==> src/rtl/uart_cmd_pkg.sv <==
// Shared types and defaults for the UART command framer and its byte port.
package uart_cmd_pkg;
  localparam int         FRAME_LEN    = 5;
  localparam logic [7:0] SYNC_DEFAULT = 8'hA5;
  localparam logic [7:0] ACK_DEFAULT  = 8'h06;
  localparam logic [7:0] NAK_DEFAULT  = 8'h15;

  typedef enum logic [2:0] {F_HUNT, F_OP, F_AHI, F_ALO, F_CSUM, F_DISPATCH} frame_st_e;
  typedef enum logic [2:0] {P_IDLE, P_RD, P_DRAIN, P_WR, P_GAP} port_st_e;

  function automatic logic [7:0] frame_csum(input logic [7:0] op, input logic [7:0] hi,
                                            input logic [7:0] lo);
    return op ^ hi ^ lo;
  endfunction
endpackage

==> src/rtl/uart_byte_port.sv <==
// COREUART strobe sequencer: one-cycle read/write accesses, RXRDY drain, post-write gap.
module uart_byte_port import uart_cmd_pkg::*; #(
  parameter int TX_GAP = 2
) (
  input  logic       clk_i,
  input  logic       rst_i,
  input  logic       rd_req_i,
  input  logic       wr_req_i,
  input  logic [7:0] wr_data_i,
  output logic       wr_gnt_o,
  output logic       rd_vld_o,
  output logic [7:0] rd_data_o,
  output logic       rd_err_o,
  output logic       csn_o,
  output logic       oen_o,
  output logic       wen_o,
  output logic [7:0] data_in_o,
  input  logic [7:0] data_out_i,
  input  logic       rxrdy_i,
  input  logic       txrdy_i,
  input  logic       perr_i,
  input  logic       ferr_i
);
  localparam int GW = (TX_GAP > 1) ? $clog2(TX_GAP) : 1;

  port_st_e   st_q;
  logic [GW-1:0] gap_q;
  logic       csn_q, oen_q, wen_q, rvld_q, rerr_q;
  logic [7:0] din_q, rdata_q;
  logic       rd_gnt;

  // Reads win over writes so the UART RX holding register is emptied first.
  assign rd_gnt   = (st_q == P_IDLE) && rd_req_i && rxrdy_i;
  assign wr_gnt_o = (st_q == P_IDLE) && !rd_gnt && wr_req_i && txrdy_i;

  always_ff @(posedge clk_i) begin
    if (rst_i) begin
      st_q    <= P_IDLE;
      gap_q   <= '0;
      csn_q   <= 1'b1;
      oen_q   <= 1'b1;
      wen_q   <= 1'b1;
      din_q   <= '0;
      rdata_q <= '0;
      rvld_q  <= 1'b0;
      rerr_q  <= 1'b0;
    end else begin
      rvld_q <= 1'b0;
      csn_q  <= 1'b1;
      oen_q  <= 1'b1;
      wen_q  <= 1'b1;
      case (st_q)
        P_IDLE: begin
          if (rd_gnt) begin
            st_q  <= P_RD;
            csn_q <= 1'b0;
            oen_q <= 1'b0;
          end else if (wr_gnt_o) begin
            st_q  <= P_WR;
            csn_q <= 1'b0;
            wen_q <= 1'b0;
            din_q <= wr_data_i;
          end
        end
        P_RD: begin
          rdata_q <= data_out_i;
          rerr_q  <= perr_i | ferr_i;
          rvld_q  <= 1'b1;
          st_q    <= P_DRAIN;
        end
        P_DRAIN: if (!rxrdy_i) st_q <= P_IDLE;
        P_WR: begin
          gap_q <= '0;
          st_q  <= P_GAP;
        end
        P_GAP: begin
          if (gap_q == GW'(TX_GAP - 1)) st_q <= P_IDLE;
          else gap_q <= gap_q + 1'b1;
        end
        default: st_q <= P_IDLE;
      endcase
    end
  end

  assign csn_o     = csn_q;
  assign oen_o     = oen_q;
  assign wen_o     = wen_q;
  assign data_in_o = din_q;
  assign rd_vld_o  = rvld_q;
  assign rd_data_o = rdata_q;
  assign rd_err_o  = rerr_q;
endmodule

==> src/rtl/uart_cmd_framer.sv <==
// Hunts framed 5-byte commands from the UART, checks them, presents them on a
// valid/ready port and replies ACK/NAK + opcode through the UART TX side.
module uart_cmd_framer import uart_cmd_pkg::*; #(
  parameter logic [7:0] SYNC_BYTE      = SYNC_DEFAULT,
  parameter logic [7:0] ACK_BYTE       = ACK_DEFAULT,
  parameter logic [7:0] NAK_BYTE       = NAK_DEFAULT,
  parameter int         TIMEOUT_CYCLES = 50000,
  parameter int         TIMEOUT_W      = 16,
  parameter int         TX_GAP         = 2
) (
  input  logic        CLK,
  input  logic        RESET,
  output logic        UART_CSN,
  output logic        UART_OEN,
  output logic        UART_WEN,
  output logic [7:0]  UART_DATA_IN,
  input  logic [7:0]  UART_DATA_OUT,
  input  logic        UART_RXRDY,
  input  logic        UART_TXRDY,
  input  logic        UART_PARITY_ERR,
  input  logic        UART_FRAMING_ERR,
  output logic        CMD_VALID,
  input  logic        CMD_READY,
  output logic [7:0]  CMD_OP,
  output logic [15:0] CMD_ARG,
  output logic [7:0]  FRAME_ERR_CNT,
  output logic        BUSY
);
  frame_st_e           fs_q;
  logic [7:0]          op_q, ahi_q, alo_q, err_cnt_q;
  logic                cmd_vld_q;
  logic [1:0][7:0]     rq_q;
  logic [1:0]          rq_cnt_q;
  logic [TIMEOUT_W-1:0] to_q;

  logic       rd_vld, rd_err, wr_gnt, rd_req, pend, in_frame, timeout, push, bad;
  logic [7:0] rd_data, push_st, push_op;

  assign pend     = (rq_cnt_q != 2'd0);
  assign in_frame = fs_q inside {F_OP, F_AHI, F_ALO, F_CSUM};
  assign rd_req   = in_frame || ((fs_q == F_HUNT) && !pend);
  // Only byte-waiting states time out; a slow consumer in DISPATCH never drops a command.
  assign timeout  = in_frame && !rd_vld && (to_q == TIMEOUT_W'(TIMEOUT_CYCLES - 1));

  always_comb begin
    push    = 1'b0;
    bad     = 1'b0;
    push_st = NAK_BYTE;
    push_op = op_q;
    if (rd_vld && in_frame) begin
      if (rd_err) begin
        push = 1'b1;
        bad  = 1'b1;
        if (fs_q == F_OP) push_op = 8'h00;
      end else if (fs_q == F_CSUM && rd_data != frame_csum(op_q, ahi_q, alo_q)) begin
        push = 1'b1;
        bad  = 1'b1;
      end
    end
    if (fs_q == F_DISPATCH && CMD_READY) begin
      push    = 1'b1;
      push_st = ACK_BYTE;
    end
  end

  always_ff @(posedge CLK) begin
    if (RESET) begin
      fs_q      <= F_HUNT;
      op_q      <= '0;
      ahi_q     <= '0;
      alo_q     <= '0;
      err_cnt_q <= '0;
      cmd_vld_q <= 1'b0;
      rq_q      <= '0;
      rq_cnt_q  <= '0;
      to_q      <= '0;
    end else begin
      to_q <= (rd_vld || !in_frame) ? '0 : to_q + 1'b1;
      // push only happens with the queue empty, so it never collides with a pop
      if (push) begin
        rq_q     <= {push_op, push_st};
        rq_cnt_q <= 2'd2;
      end else if (wr_gnt) begin
        rq_q[0]  <= rq_q[1];
        rq_cnt_q <= rq_cnt_q - 1'b1;
      end
      if ((bad || timeout) && err_cnt_q != 8'hFF) err_cnt_q <= err_cnt_q + 1'b1;
      if (bad || timeout) fs_q <= F_HUNT;
      else begin
        case (fs_q)
          F_HUNT:  if (rd_vld && !rd_err && rd_data == SYNC_BYTE) fs_q <= F_OP;
          F_OP:    if (rd_vld) begin op_q  <= rd_data; fs_q <= F_AHI; end
          F_AHI:   if (rd_vld) begin ahi_q <= rd_data; fs_q <= F_ALO; end
          F_ALO:   if (rd_vld) begin alo_q <= rd_data; fs_q <= F_CSUM; end
          F_CSUM:  if (rd_vld) begin cmd_vld_q <= 1'b1; fs_q <= F_DISPATCH; end
          F_DISPATCH: if (CMD_READY) begin cmd_vld_q <= 1'b0; fs_q <= F_HUNT; end
          default: fs_q <= F_HUNT;
        endcase
      end
    end
  end

  uart_byte_port #(.TX_GAP(TX_GAP)) u_port (
    .clk_i(CLK), .rst_i(RESET),
    .rd_req_i(rd_req), .wr_req_i(pend), .wr_data_i(rq_q[0]), .wr_gnt_o(wr_gnt),
    .rd_vld_o(rd_vld), .rd_data_o(rd_data), .rd_err_o(rd_err),
    .csn_o(UART_CSN), .oen_o(UART_OEN), .wen_o(UART_WEN), .data_in_o(UART_DATA_IN),
    .data_out_i(UART_DATA_OUT), .rxrdy_i(UART_RXRDY), .txrdy_i(UART_TXRDY),
    .perr_i(UART_PARITY_ERR), .ferr_i(UART_FRAMING_ERR)
  );

  assign CMD_VALID     = cmd_vld_q;
  assign CMD_OP        = op_q;
  assign CMD_ARG       = {ahi_q, alo_q};
  assign FRAME_ERR_CNT = err_cnt_q;
  assign BUSY          = (fs_q != F_HUNT) || pend;
endmodule
==> config.mk <==
export PLATFORM = sky130hd
export DESIGN_NAME = uart_cmd_framer
export DESIGN_NICKNAME = d
export VERILOG_FILES = /design/src/rtl/uart_cmd_pkg.sv /design/src/rtl/uart_byte_port.sv /design/src/rtl/uart_cmd_framer.sv
export SDC_FILE = /design/constraint.sdc
export NUM_CORES = 1
export LEC_CHECK = 0
export CORE_ASPECT_RATIO = 1.75
export CORE_MARGIN = 3
export CORE_UTILIZATION = 45
export DETAILED_ROUTE_END_ITERATION = 6
export PLACE_DENSITY = 0.77
export SYNTH_ARGS = -nofsm -noshare
export SYNTH_HDL_FRONTEND = slang
export SYNTH_HIERARCHICAL = 1
export SYNTH_SLANG_ARGS = --single-unit
==> constraint.sdc <==
create_clock -name CLK -period 4.85 [get_ports CLK]
set_clock_uncertainty 0.15 [all_clocks]
set_input_delay 0.7275 -clock CLK [delete_from_list [all_inputs] [get_ports CLK]]
set_output_delay 0.7275 -clock CLK [all_outputs]
set_load 0.02 [all_outputs]
==> results.md <==
- Mean post-synth cell area: 9.33 um^2
- Gate power share: 0.040
- Slew @ Worst Pin: about 940 ps
- Tightest Hold Check Type: flop to flop
- Gate Count Post-Synth: 445
- Final wirelength: slightly below 9000 um
- Fin crit share: 0.612
- PortBufs: 59
- Layout cell share with drive strength beyond 1: 0.0581
- Post-synth cell types: 45
- Nets: 512
- Routed vias/inst: 5.16
- Crit path max fanout: 6
- Die height: 133 um
- Yosys reg bits: 95
- Maximum clock path buffer count: 2
- RSZ-0062 raised after global routing: no
- Total internal power: 1.19 mW
- Combinational family with the most area after synthesis: simple AND/OR/NAND/NOR gates
- Row cnt: 45
- # setup viols final: 0
- Xor and xnor area share after synthesis: 0.0823
- Initial antenna violation count: 0
- Final count of hold timing violations: 0
- CTS clock-pin slew for the worst setup and hold paths: 60 ps
- Critical path launch point type: flop
- Setup slack after layout: between 1500 and 2000 ps
- Post-DP Area: 4790 um^2
- Post-synthesis mux area share: 0.127
- Cts repair resizes: 0
- Drt drc: 0
- Syn nets: 463
- EDFF count, synth: 0
- Post-CTS Hold Fix Bufs: 0
- Reg power frac: 0.528
- Dpl ws: between 1500 and 2000 ps
- TNS Setup: 0 ps
- Total number of vias: 3177
- Min Tclk post-route: 2970 ps
- Fmax: about 340 MHz
- Most frequent cells in the layout: dfxtp_1, nor2_1, clkdlybuf4s50_1
- Top_reg_cell synth: dfxtp_1
- Buffer count from post-CTS setup fixing: 0
- Slew headroom: 0.370
- Sw Share: 0.213
- Critical setup path kind: flop to flop
- Synth Cell Area: 4150 um^2
- Pwr per Cell Area: 299 nW/um^2
- CP Data Arrival Time: 3040 ps
- N_diodes: 0
- CTS tree: done
- Fraction of the mapped netlist area in compound gates: 0.0618
- Die X: 78.6 um
- Worst-Skew Late Latency: approximately 340 ps
- Pin count of the biggest net entering global routing: 57
- Grt total ovfl: 0
- Boundary Pins: 60
- Status: completed
- First-pass GRT wire length: 14800 um
- Post-synthesis simple-gate area fraction: 0.233
- GPL Wtd Cong: between 0.8 and 0.9
- Post-route design area: between 5000 and 6000 um^2
- Initial core utilization: 0.469
- Drt pass-1 iters: 5
- Crit path required time: 4930 ps
- Vias in the first global route: about 3000
- Core area: around 8800 um^2
- Post-synth ARST share: 0
- Post-DR wirelength/cell: around 15 um
- Max VDD drop: 0.200 mV
- Adder-cell share of the synthesized area: 0.00904
- DP Wirelength: 6480 um
- Crit end category: flop
- Max-slew violations: 0
- Most common cell after layout, fill and taps aside: dfxtp_1
- Iteration-0 DRC count of the detailed router: 146
- Max Cap Viol: 0
- Psw: 0.323 mW
- Area delta synth->final: 22.1%
- CTS Sinks: 95
- Detail Route Antenna Nets: 0
- CTS root buf: clkbuf_16
- Die Area: 10500 um^2
- CTS buffer count: 9
- Tot GR Track Use: 0.180
- Pleak: ~1.8 nW
- Max H-tree Level: 3
- Yosys warns: 6
- Clock power frac: 0.431
- Sequential share of the synthesized area: 0.458
power by group through the flow:
stage	clock network [mW]	logic, mW	registers (mW)
after floorplan	0	0.0400	0.815
after global placement	0	0.0602	0.818
after detailed placement	0	0.0613	0.819
after CTS	0.669	0.0615	0.801
after global routing	0.698	0.0669	0.802
final	0.654	0.0612	0.801
state kept, by name, indices dropped and copies added (netlist names):
register	count
alo_q	8
CMD_OP	8
u_port/st_q	3
u_port/rd_data_o	8
u_port/rd_err_o	1
ahi_q	8
FRAME_ERR_CNT	8
u_port/data_in_o	8
u_port/oen_o	1
u_port/wen_o	1
u_port/gap_q	1
to_q	16
u_port/csn_o	1
fs_q	3
rq_cnt_q	2
CMD_VALID	1
u_port/rd_vld_o	1
rq_q	16
stage by stage:
stage                     utilization  instances  power (mW)  hold slack [ps]
after floorplan                     -        445       0.855              268
after global placement          0.542        600       0.878              277
after detailed placement        0.542        600       0.880              287
after CTS                       0.573        616        1.53              301
after global routing            0.573        616        1.57              317
final                           0.573        616        1.52              300
path summary, 6_finish.rpt:
check / slack [ps] / endpoint / from / cells after the start
worst max-delay path: 1880 / FRAME_ERR_CNT[3]$_SDFFE_PP0P_ / to_q[4]$_SDFF_PP0_ / 7
worst min-delay path: 300 / to_q[0]$_SDFF_PP0_ / to_q[0]$_SDFF_PP0_ / 1
worst max register to register: 1880 / FRAME_ERR_CNT[3]$_SDFFE_PP0P_ / to_q[4]$_SDFF_PP0_ / 7
worst min register to register: 300 / to_q[0]$_SDFF_PP0_ / to_q[0]$_SDFF_PP0_ / 1
kinds of logic after synthesis:
family | after synthesis
DFF | 95
adders and majority gates | 3
buffers and inverters | 28
and+or+nand+nor | 185
muxes | 52
AOI/OAI and AO/OA | 43
xor gates and xnor gates | 39
layer usage:
layer | up-vias | wire (um) | GRT usage | part of all wire
li1 | 1612 | - | - | -
met1 | 1497 | 3670 | 0.199 | 0.41
met2 | 52 | 4670 | 0.311 | 0.52
met3 | 16 | 316 | 0.0456 | 0.035
met4 | 0 | 287 | 0.0905 | 0.032
met5 | - | 0 | 0 | 0
worst max-delay path, stage by stage, from the launching register on:
cell and delay (ps):
dfxtp_1 340, or4_1 510, or4b_1 530, nor4_2 330
a31oi_1 140, a21oi_2 320, and3_1 220, mux2_1 310
cells in the mapped netlist, drive strengths merged, types with 6 or more instances:
cell | n | area share
dfxtp | 95 | 0.46
nor2 | 62 | 0.057
mux2i | 48 | 0.12
nand2 | 30 | 0.027
xnor2 | 26 | 0.055
clkbuf | 19 | 0.017
nand2b | 18 | 0.027
a21oi | 17 | 0.021
o21ai | 15 | 0.018
nand3b | 13 | 0.024
xor2 | 13 | 0.027
nand3 | 11 | 0.013
and3 | 9 | 0.014
nor3 | 9 | 0.011
inv | 6 | 0.0054
nand4 | 6 | 0.0090
nor2b | 6 | 0.0090
or3 | 6 | 0.0090
final cells by class:
cell class	instances	area [um^2]
clock inverters	3	17.5
inverters	6	22.5
well taps	117	146
clock buffers	13	260
fillers	794	3770
multi-input cells	322	2130
flip-flops and latches	95	1900
repair buffers	60	593
Power figures use the tool's default switching activity.
